## src/rtl/cfg_reg_bank_pkg.sv

```systemverilog
// cfg_reg_bank shared constants and counter-width helpers.
// Imported by the channel and the top-level bank.
package cfg_reg_bank_pkg;

  localparam int BYTE_W = 8;

  localparam int N_CH_MIN = 1;
  localparam int N_CH_MAX = 32;
  localparam int BYTES_MIN = 1;
  localparam int BYTES_MAX = 4;
  localparam int TIMEOUT_MIN = 1;
  localparam int TIMEOUT_MAX = 65535;

  function automatic int clog2(input int v);
    int r;
    r = 0;
    while ((1 << r) < v) r++;
    return r;
  endfunction

  // bits needed to hold values 0..maxval, never less than 1
  function automatic int cnt_w(input int maxval);
    return (maxval < 2) ? 1 : clog2(maxval + 1);
  endfunction

endpackage

```

## src/rtl/cfg_reg_chan.sv

```systemverilog
// One config channel: byte assembly, partial-write timeout,
// optional self-clearing value and MSB-first readback.
module cfg_reg_chan
  import cfg_reg_bank_pkg::*;
#(
  parameter int BYTES = 1,
  parameter bit PULSE = 1'b0,
  parameter int TIMEOUT = 255,
  localparam int RW = BYTE_W * BYTES
) (
  input  logic          clk,
  input  logic          n_rst,
  input  logic [7:0]    data,
  input  logic          valid,
  input  logic          rdreq,
  output logic          have_msg,
  output logic [7:0]    slave_data,
  output logic [7:0]    len,
  output logic [RW-1:0] reg_q,
  output logic          commit_strb
);

  localparam int SW = (BYTES > 1) ? RW - BYTE_W : 1;
  localparam int WW = cnt_w(BYTES - 1);
  localparam int IW = cnt_w(TIMEOUT);
  localparam int CW = cnt_w(BYTES);

  localparam logic [WW-1:0] WR_LAST = WW'(BYTES - 1);
  localparam logic [IW-1:0] IDLE_LAST = IW'(TIMEOUT - 1);
  localparam logic [CW-1:0] RD_FULL = CW'(BYTES);
  localparam logic [CW-1:0] RD_MSB = CW'(BYTES - 1);

  logic [SW-1:0] shadow;
  logic [WW-1:0] wr_cnt;
  logic [IW-1:0] idle;
  logic [RW-1:0] snap;
  logic [CW-1:0] rd_cnt;
  logic [CW-1:0] sel;

  logic [SW+7:0] full;
  logic [RW-1:0] commit_val;
  logic          commit;

  assign full = {shadow, data};
  assign commit_val = full[RW-1:0];
  assign commit = valid && (wr_cnt == WR_LAST);

  always_ff @(posedge clk or negedge n_rst) begin
    if (!n_rst) begin
      shadow <= '0;
      wr_cnt <= '0;
      idle <= '0;
    end else if (valid) begin
      idle <= '0;
      if (commit) begin
        shadow <= '0;
        wr_cnt <= '0;
      end else begin
        shadow <= full[SW-1:0];
        wr_cnt <= wr_cnt + 1'b1;
      end
    end else if (wr_cnt != '0) begin
      // a stalled partial write is dropped, never committed
      if (idle == IDLE_LAST) begin
        shadow <= '0;
        wr_cnt <= '0;
        idle <= '0;
      end else begin
        idle <= idle + 1'b1;
      end
    end else begin
      idle <= '0;
    end
  end

  always_ff @(posedge clk or negedge n_rst) begin
    if (!n_rst) begin
      reg_q <= '0;
      commit_strb <= 1'b0;
    end else begin
      commit_strb <= commit;
      if (commit) begin
        reg_q <= commit_val;
      end else if (PULSE) begin
        reg_q <= '0;
      end
    end
  end

  // commit takes priority over a concurrent rdreq
  always_ff @(posedge clk or negedge n_rst) begin
    if (!n_rst) begin
      snap <= '0;
      rd_cnt <= '0;
    end else if (commit) begin
      snap <= commit_val;
      rd_cnt <= RD_FULL;
    end else if (rdreq && (rd_cnt != '0)) begin
      rd_cnt <= rd_cnt - 1'b1;
    end
  end

  assign have_msg = (rd_cnt != '0);
  assign sel = have_msg ? rd_cnt - 1'b1 : RD_MSB;
  assign len = {{(8 - CW){1'b0}}, rd_cnt};

  always_comb begin
    slave_data = '0;
    for (int b = 0; b < BYTES; b++) begin
      if (sel == CW'(b)) slave_data = snap[b*BYTE_W +: BYTE_W];
    end
  end

endmodule

```

## src/rtl/cfg_reg_bank.sv

```systemverilog
// Bank of independent config register channels.
// Top level only slices the shared buses per channel.
module cfg_reg_bank
  import cfg_reg_bank_pkg::*;
#(
  parameter int N_CH = 10,
  parameter int BYTES = 1,
  parameter logic [N_CH-1:0] PULSE_MASK = '0,
  parameter int TIMEOUT = 255,
  localparam int RW = BYTE_W * BYTES
) (
  input  logic               clk,
  input  logic               n_rst,
  input  logic [7:0]         master_data,
  input  logic [N_CH-1:0]    valid_bus,
  input  logic [N_CH-1:0]    rdreq_bus,
  output logic [N_CH-1:0]    have_msg_bus,
  output logic [8*N_CH-1:0]  slave_data_bus,
  output logic [8*N_CH-1:0]  len_bus,
  output logic [RW*N_CH-1:0] regs_q,
  output logic [N_CH-1:0]    commit_strb
);

  for (genvar i = 0; i < N_CH; i++) begin : g_ch
    cfg_reg_chan #(
      .BYTES   (BYTES),
      .PULSE   (PULSE_MASK[i]),
      .TIMEOUT (TIMEOUT)
    ) u_chan (
      .clk         (clk),
      .n_rst       (n_rst),
      .data        (master_data),
      .valid       (valid_bus[i]),
      .rdreq       (rdreq_bus[i]),
      .have_msg    (have_msg_bus[i]),
      .slave_data  (slave_data_bus[8*i +: 8]),
      .len         (len_bus[8*i +: 8]),
      .reg_q       (regs_q[RW*i +: RW]),
      .commit_strb (commit_strb[i])
    );
  end

endmodule

```

## config.mk

```make
export PLATFORM = sky130hd
export DESIGN_NAME = cfg_reg_bank
export DESIGN_NICKNAME = d
export VERILOG_FILES = /design/src/rtl/cfg_reg_bank_pkg.sv /design/src/rtl/cfg_reg_chan.sv /design/src/rtl/cfg_reg_bank.sv
export SDC_FILE = /design/constraint.sdc
export NUM_CORES = 1
export LEC_CHECK = 0
export BUFFER_PORTS_ARGS = -buffer_cell sky130_fd_sc_hd__buf_4
export CAP_MARGIN = 5
export CORE_MARGIN = 2
export CORE_UTILIZATION = 47
export CTS_BUF_LIST = sky130_fd_sc_hd__clkbuf_8
export CTS_CLUSTER_DIAMETER = 100
export DETAILED_ROUTE_END_ITERATION = 6
export PLACE_DENSITY = 0.82
export SYNTH_ARGS = -nofsm -noshare
export SYNTH_HDL_FRONTEND = slang
export SYNTH_SLANG_ARGS = --single-unit
```

## constraint.sdc

```tcl
create_clock -name clk -period 1.65 [get_ports clk]
set_input_delay 0.165 -clock clk [delete_from_list [all_inputs] [get_ports clk]]
set_output_delay 0.165 -clock clk [all_outputs]
set_load 0.05 [all_outputs]
```

Yosys cells after proc, flatten, opt, wreduce, memory -nomap -nowiden
Index checks and enable logic that the tools add are counted.
{"block": "op_classes", "n_addsub": 30, "n_mul": 0, "div": 0, "magnitude_cmp": 0, "eq_ne": 10, "n_shift": 0, "n_mux": 110, "bitwise": 10, "reduce_logical": 30}
{"operator": "two-way mux 8 bit", "n": 40}
{"operator": "adder 8 x 1 -> 8 bit (second input constant)", "n": 10}
{"operator": "== test 8 bit (second input constant)", "n": 10}
{"operator": "two-way mux 1 bit", "n": 70}
{"operator": "logical AND 1 bit", "n": 20}
{"operator": "nonzero test 2 bit", "n": 10}
{"operator": "adder 1 bit (second input constant)", "n": 10}
{"operator": "inverter 1 bit", "n": 10}
{"operator": "subtractor 1 bit (second input constant)", "n": 10}
{"block": "totals", "regBits": 190, "latchBits": 0, "mem_bits_rw": 0, "rom_bits": 0, "in_bits": 30, "output_inout_bits": 260, "word_cells": 240, "memories": 0}

Longest topological paths before layout
Gate-level depths: netlist (run 1).
{"block": "logic_depth", "depth_word": 4, "depth_mapped": 5, "depth_no_buf": 5}

Cells and area by module
A second synthesis (run 1) with hierarchy kept.
{"block": "hier_totals", "hier_cells": 820, "area_unflattened_um2": 9233.9}
{"mod": "cfg_reg_chan", "instances": 10, "cells_each": 82, "area_per_inst_um2": 923.4, "seq_area_each_um2": 475.5}

Worst setup path after synthesis (run 1)
OpenSTA, ideal clock, no wires.
{"block": "synth_timing", "kind": "flip-flop to flip-flop", "startpoint": "register g_ch[0].u_chan.idle[0]", "endpoint": "register g_ch[0].u_chan.idle[2]", "setup_time_ns": 0.137, "arrival_time_ns": 1.170, "required_ns": 1.513, "slack_ns": 0.343, "path_stages_with_launch": 6, "path_buffers": 0, "synth_period_minus_slack_ns": 1.307, "cell_sequence": "dfrtp_1 inv_1 ha_1 nand3_1 o21ai_0 nor2_1"}
{"block": "synth_between", "elab_chain_len": 4, "elab_cells_between_ends": 5, "cone_classes": "add/sub: 1; eq/ne: 1; mux: 3"}
{"item": "from (decl)", "line_no": "cfg_reg_chan.sv:35", "rtl": "logic [IW-1:0] idle;"}
{"item": "from (signal assigned)", "line_no": "cfg_reg_chan.sv:69", "rtl": "idle <= idle + 1'b1;"}
{"item": "adder 8 x 1 -> 8 bit or == test 8 bit (tied branches)", "line_no": "cfg_reg_chan.sv:69, cfg_reg_chan.sv:64"}
{"item": "two-way mux 8 bit (*)", "line_no": "cfg_reg_chan.sv:64", "rtl": "if (idle == IDLE_LAST) begin"}
{"item": "two-way mux 8 bit (*)", "line_no": "cfg_reg_chan.sv:62", "rtl": "end else if (wr_cnt != '0) begin"}
{"item": "two-way mux 8 bit (*)", "line_no": "cfg_reg_chan.sv:53", "rtl": "end else if (valid) begin"}
Every way passes the cells marked *; elsewhere a longest branch is shown, timed or not.
A chain may end at the register's enable or synchronous reset.

Final worst setup path (run 1)
{"block": "layout_timing", "startpoint": "register g_ch[2].u_chan.idle[0]", "endpoint": "register g_ch[2].u_chan.idle[3]"}
{"block": "layout_between", "elab_chain_len": 4, "elab_cells_between_ends": 5, "cone_classes": "add/sub: 1; eq/ne: 1; mux: 3"}
{"item": "from (decl)", "line_no": "cfg_reg_chan.sv:35"}
{"item": "from (signal assigned)", "line_no": "cfg_reg_chan.sv:69"}
{"item": "adder 8 x 1 -> 8 bit or == test 8 bit (tied branches)", "line_no": "cfg_reg_chan.sv:69, cfg_reg_chan.sv:64"}
{"item": "two-way mux 8 bit (*)", "line_no": "cfg_reg_chan.sv:64"}
{"item": "two-way mux 8 bit (*)", "line_no": "cfg_reg_chan.sv:62"}
{"item": "two-way mux 8 bit (*)", "line_no": "cfg_reg_chan.sv:53"}
Marks and branches as above.

==> impl_metrics.ini, run 1 <==
[setup_path]
worst-path-stages = 5
crit_slowest_cell = dfrtp_1
regToRegEndpoint = g_ch[2].u_chan.idle[3]
critPathBufInv = 1
r2r-start = g_ch[2].u_chan.idle[0]
endpoint_kind = flip-flop
r2r_cells = 5
crit_end = g_ch[2].u_chan.idle[3]
critPathLaunch = g_ch[2].u_chan.idle[0]
crit_path_cell_trace = inv_1 > ha_1 > nand3_1 > o21ai_0 > nor2_1
cp_top_family = flip-flops
cp-start-kind = flip-flop
worstPathRequired_ns = 1.97
path_class = reg -> reg
arrival_ns = 1.77
path_max_fanout = 6
slowest_delay_ns = 0.44
r2r_setup_slack_ns = 0.20

[routing]
drc = 0
first_pass_iters = 6
wl_um = 20100
ant_nets = 0
drt_iter0_markers = 273
viasPerCell = 4.94
route.detailed.wl_per_inst_um = 15.8
vias = 6278

[die]
die_y_um = 145
fp.coreArea_mm2 = 0.0195
num_rows = 51
die_x_um = 145
die_area_mm2 = 0.0211
initial_core_util_pct = 48.1
ios = 290

[clocking]
cts_resized = 0
cts_hold_buffers = 11
path_clk_slew_ns = 0.10
cts_max_path_buffers = 2
cts_tree = done
postCtsSetupBuffers = 0
root_buffer = clkbuf_8
clock_sinks = 190
cts_made_buffers = 17
htreeDepth = 4
clkLatencyLatePin_ns = 0.45

[power_and_ir_drop]
p_seq_share_pct = 42.1
pwr-share-clk_pct = 30.9
peakVddDrop_mv = 0.662
pwr-share-comb_pct = 27.0
netSwitchingFraction_pct = 35.4
p_per_area_mw_per_mm2 = 1090
leakage_nw = 5.20
intPower_mw = 7.78
p_sw_mw = 4.27

[final_layout]
finalNetCount = 1044
n_antenna_cell = 0
nFillCells = 1670
drive_above_1_share_pct = 37.3
area_growth_pct = 17.7
final_cells = 1272
post-route-util_pct = 56.6

[placement]
hpwl_um = 14400
placed_cells = 1229
gp_congestion = 0.848
portBuffers = 219

[synthesis]
ys_warn_count = 0
synth_cell_types = 27
synth_edf_count = 0
synthXorXnorAreaFrac_pct = 1.87
synth_seq_cells = 190
synth_top_cell_by_area = dfrtp_1
synth_compound_area_share_pct = 7.62
netlist_area_mm2 = 0.00939
synth_fa_ha_area_share_pct = 2.66
netlist_instances = 848
synthDominantCellAreaShare_pct = 50.6
syn_avg_cell_area_um2 = 11.1
ys_top_cells_by_count = dfrtp_1 (190), buf_4 (180), mux2_2 (80)
yosys_most_used_dff = dfrtp_1
synth-simple-area-share_pct = 10.4
synth-async-reset-ratio_pct = 100
synth_area_leaders = dfrtp_1 (51%), buf_4 (14%), mux2_2 (9.6%), ha_1 (2.7%), a21oi_1 (2.1%)
ys_seq_area_share_pct = 50.6
synth_mux_area_share_pct = 9.59
yosysMostFrequentCell = dfrtp_1
synth_top_family_by_area = buffers and inverters

[sta]
relSlewSlack_pct = 65.0
setup_viol = 0
drv_slew = 0
timing.fmax_mhz = 690
period_share_pct = 87.9
fin_setup_tns_ns = 0
hold_ws_ns = 0.0598
worst_pin_slew_ns = 0.525
rsz0062_at_grt = false
finClkSkew_ns = 0.0117
final.min_clock_period_ns = 1.45
timing_hold_violations_final = 0

[global_routing]
grt_usage_pct = 18.6
grt_max_degree = 60
antenna_found_initial = 1
grt_pass1_vias = 6091
grt_pass1_wl_um = 31500
overflow = 0

[flow_run]
cap_violations = 0

[min_path]
hold_class = in -> reg

[outcome]
outcome = finished clean
state kept, by name, summed over array words and instances (netlist names):
name,flops
g_ch.u_chan.commit_strb,10
g_ch.u_chan.have_msg,10
g_ch.u_chan.idle,80
g_ch.u_chan.reg_q,64
g_ch.u_chan.snap,16
g_ch.u_chan.wr_cnt,10
layer usage:
layer | vias up | part of all wire [%] | GRT usage (%)
met5 | - | 0 | 0
met4 | 0 | 1.2 | 4.66
met3 | 16 | 4.6 | 3.92
met2 | 205 | 53 | 33.9
met1 | 3112 | 42 | 22.6
li1 | 2945 | - | -
worst min-delay path, delay by kind of cell:
family,cells,cell delay (ns)
AND/OR/NAND/NOR,1,0.17
buffers and inverters,1,0.09
AO/OA/AOI/OAI,1,0.06
final cells by class:
| cell class | instances | area, µm² | area share (%) |
|---|---|---|---|
| flip-flops and latches | 190 | 4750 | 43.0 |
| multi-input cells | 480 | 3280 | 29.7 |
| repair buffers | 256 | 2010 | 18.1 |
| well taps | 265 | 332 | 3.00 |
| clock buffers | 19 | 262 | 2.37 |
| clock inverters | 13 | 233 | 2.11 |
| inverters | 49 | 184 | 1.66 |
power groups by stage:
stage                     logic (mW)  registers [mW]  clock network [mW]
after floorplan                 2.01            5.81                   0
after global placement          3.21            5.15                   0
after detailed placement        3.25            5.16                   0
after CTS                       3.27            5.07                3.83
after global routing            3.35            5.11                3.99
final                           3.25            5.07                3.72
kinds of logic (layout without fill, tap and decap cells):
kind of cell,Yosys count,after routing
xor gates and xnor gates,20,20
DFF,190,190
and+or+nand+nor,170,170
buffers and inverters,247,337
adders and majority gates,20,20
other,1,70
muxes,80,80
AOI/OAI and AO/OA,120,120
worst min-delay path by stage:
| stage | end | startpoint | cells after the start |
|---|---|---|---|
| final | g_ch[0].u_chan.idle[6] | valid_bus[0] | 3 |
| after detailed placement | g_ch[4].u_chan.have_msg | n_rst | 1 |
| after CTS | g_ch[0].u_chan.idle[6] | valid_bus[0] | 3 |
| after global routing | g_ch[7].u_chan.idle[6] | valid_bus[7] | 3 |
| after floorplan | g_ch[0].u_chan.commit_strb | n_rst | 0 |
| after global placement | g_ch[4].u_chan.have_msg | n_rst | 1 |
cells in the final DEF, fill, tap and decap left out, types with 11 or more instances in the layout:
cell type / netlist / routed
buf_4: 180 / 240
dfrtp_1: 190 / 190
mux2_2: 80 / 80
conb_1: 1 / 70
inv_1: 49 / 50
nor2_1: 50 / 50
a21oi_1: 40 / 40
nand3_1: 30 / 30
o21ai_0: 29 / 29
a31oi_1: 20 / 20
ha_1: 20 / 20
clkbuf_8: 0 / 20
nand2b_1: 19 / 19
nor2b_1: 11 / 11
dlygate4sd3_1: 0 / 11
stage by stage:
step / area, µm² / setup WS [ns] / total power, mW
floorplan: 9650 / 0.343 / 7.82
global placement: 10400 / 0.227 / 8.36
detailed placement: 10400 / 0.195 / 8.41
CTS: 11100 / 0.184 / 12.2
global route: 11100 / 0.0367 / 12.4
finish: 11100 / 0.200 / 12.0
Power figures use the tool's default switching activity.
==> inputs of run 2 (changes only) <==
Settings changed: ABC_AREA set to 1, ABC_CLOCK_PERIOD_IN_PS set to 1650.
==> run 2 against run 1 <==
Compared with the run above: worst hold slack worse by 0.027 ns; register-to-register slack improved by 0.26 ns; synthesized cell count up 21%; count of clock-buffer cells in the layout is 1 lower; clock skew about the same; largest cell class unchanged.
==> impl_metrics.ini, run 2 <==
[die]
num_rows = 51
fp.coreArea_mm2 = 0.0195
die_x_um = 145
ios = 290
die_y_um = 145
die_area_mm2 = 0.0211
initial_core_util_pct = 48.1

[global_routing]
grt_max_degree = 65
grt_usage_pct = 18.9
overflow = 0
antenna_found_initial = 0
grt_pass1_vias = 6312
grt_pass1_wl_um = 32100

[setup_path]
cp-start-kind = flip-flop
path_class = reg -> out
cp_top_family = flip-flops
crit_path_cell_trace = buf_4
arrival_ns = 1.11
crit_slowest_cell = dfrtp_1
worstPathRequired_ns = 1.48
slowest_delay_ns = 0.43
critPathBufInv = 1
path_max_fanout = 3
endpoint_kind = primary output

[synthesis]
syn_avg_cell_area_um2 = 9.18
ys_top_cells_by_count = dfrtp_1 (190), buf_4 (180), nand2_1 (163)
synth-async-reset-ratio_pct = 100
synth_seq_cells = 190
yosys_most_used_dff = dfrtp_1
synth_top_cell_by_area = dfrtp_1
synth_cell_types = 20
netlist_area_mm2 = 0.00940
ys_warn_count = 0
synth_edf_count = 0
synthDominantCellAreaShare_pct = 50.6
yosysMostFrequentCell = dfrtp_1
ys_seq_area_share_pct = 50.6
netlist_instances = 1024
synth_area_leaders = dfrtp_1 (51%), buf_4 (14%), nand2_1 (6.5%), nor2_1 (4.7%), o21ai_0 (4.4%)

[power_and_ir_drop]
peakVddDrop_mv = 0.506
p_per_area_mw_per_mm2 = 1030
leakage_nw = 5.33
power.total_mw = 11.3

[sta]
relSlewSlack_pct = 61.5
finClkSkew_ns = 0.0117
worst_pin_slew_ns = 0.577
timing_hold_violations_final = 0
timing.fmax_mhz = 783
rsz0062_at_grt = false
fin_setup_tns_ns = 0
setup_viol = 0
period_share_pct = 77.4
final.min_clock_period_ns = 1.28
drv_slew = 0

[routing]
first_pass_iters = 4
viasPerCell = 4.53
drt_iter0_markers = 236
route.detailed.wl_per_inst_um = 13.6
drc = 0
ant_nets = 0
vias = 6573
wl_um = 19700

[placement]
hpwl_um = 13900
gp_congestion = 0.826
placed_cells = 1399
postPlaceCellArea_mm2 = 0.0103
portBuffers = 219

[clocking]
path_clk_slew_ns = 0.09
clkLatencyLatePin_ns = 0.46
clock_sinks = 190
cts_made_buffers = 17
postCtsSetupBuffers = 0
cts_max_path_buffers = 2
htreeDepth = 4
root_buffer = clkbuf_8
cts_tree = done
cts_resized = 0

[final_layout]
drive_above_1_share_pct = 27.8
area_growth_pct = 16.8
finalNetCount = 1222
top_regs = g_ch.u_chan.idle x80, g_ch.u_chan.reg_q x64, g_ch.u_chan.snap x16
largest_reg_flops = 80
regMostFlops = g_ch.u_chan.idle
fin_area_mm2 = 0.0110
layout_common_cells = buf_4 (228), dfrtp_1 (190), nand2_1 (163)
final_common_cell = buf_4
final_cells = 1452
nFillCells = 1711

[flow_run]
cap_violations = 0

[min_path]
hold_class = in -> reg

[outcome]
outcome = finished clean
[run 2: metrics by stage]
stage | utilization, % | worst slack (ns) | hold WS (ns)
2_1_floorplan | - | 0.580 | -0.131
3_3_place_gp | 53.0 | 0.517 | 0.0584
3_5_place_dp | 53.0 | 0.457 | 0.0602
4_1_cts | 56.2 | 0.330 | 0.000204
5_1_grt | 56.2 | 0.308 | 0.0153
6_report | 56.2 | 0.373 | 0.0333
[run 2: final timing paths]
| check | endpoint | startpoint | cells after the start | slack (ns) |
|---|---|---|---|---|
| min in group asynchronous | g_ch[1].u_chan.commit_strb | n_rst | 2 | 0.14 |
| max in group asynchronous | g_ch[4].u_chan.idle[0] | n_rst | 3 | 0.89 |
| worst max-delay path | slave_data_bus[45] | g_ch[5].u_chan.reg_q[5] | 1 | 0.37 |
| worst max register to register | g_ch[7].u_chan.idle[0] | g_ch[7].u_chan.idle[0] | 7 | 0.46 |
| worst min register to register | g_ch[8].u_chan.commit_strb | g_ch[8].u_chan.wr_cnt | 1 | 0.47 |
| worst min-delay path | g_ch[6].u_chan.idle[5] | valid_bus[6] | 4 | 0.03 |
[run 2: kinds of logic after synthesis]
family	share of synthesized area [%]
compound gates	6.02
xor+xnor	2.80
fa+ha+maj	2.66
buf+inv	18.8
flops	50.6
other cells	0.0399
simple gates	19.1
[run 2: cell type report]
type / instances / area [µm²] / area share, %
flip-flops and latches: 190 / 4750 / 43.3
multi-input cells: 618 / 3140 / 28.6
repair buffers: 250 / 1960 / 17.8
inverters: 95 / 357 / 3.25
well taps: 265 / 332 / 3.02
clock buffers: 18 / 248 / 2.26
clock inverters: 14 / 189 / 1.72
diodes: 2 / 5.00 / 0.0456
[run 2: metal layers]
layer / wire [µm] / part of all wire (%) / vias up / global-route usage (%)
met5: 0 / 0 / - / 0
met4: 303 / 1.5 / 0 / 5.54
met3: 1060 / 5.4 / 19 / 4.89
met2: 9620 / 49 / 213 / 32.4
met1: 8720 / 44 / 3121 / 23.8
li1: - / - / 3220 / -
[run 2: repair_timing]
action / 4_1_cts / 5_1_grt
hold buffers: 19 / 0
endpoints found under the setup margin: 0 / 0
endpoints found under the hold margin: 213 / 0
[run 2: power by group]
| part | switching [mW] | internal (mW) | leakage [nW] |
|---|---|---|---|
| clock network | 1.67 | 1.70 | 0.221 |
| registers | 0.179 | 4.86 | 2.46 |
| logic | 2.25 | 0.677 | 2.66 |
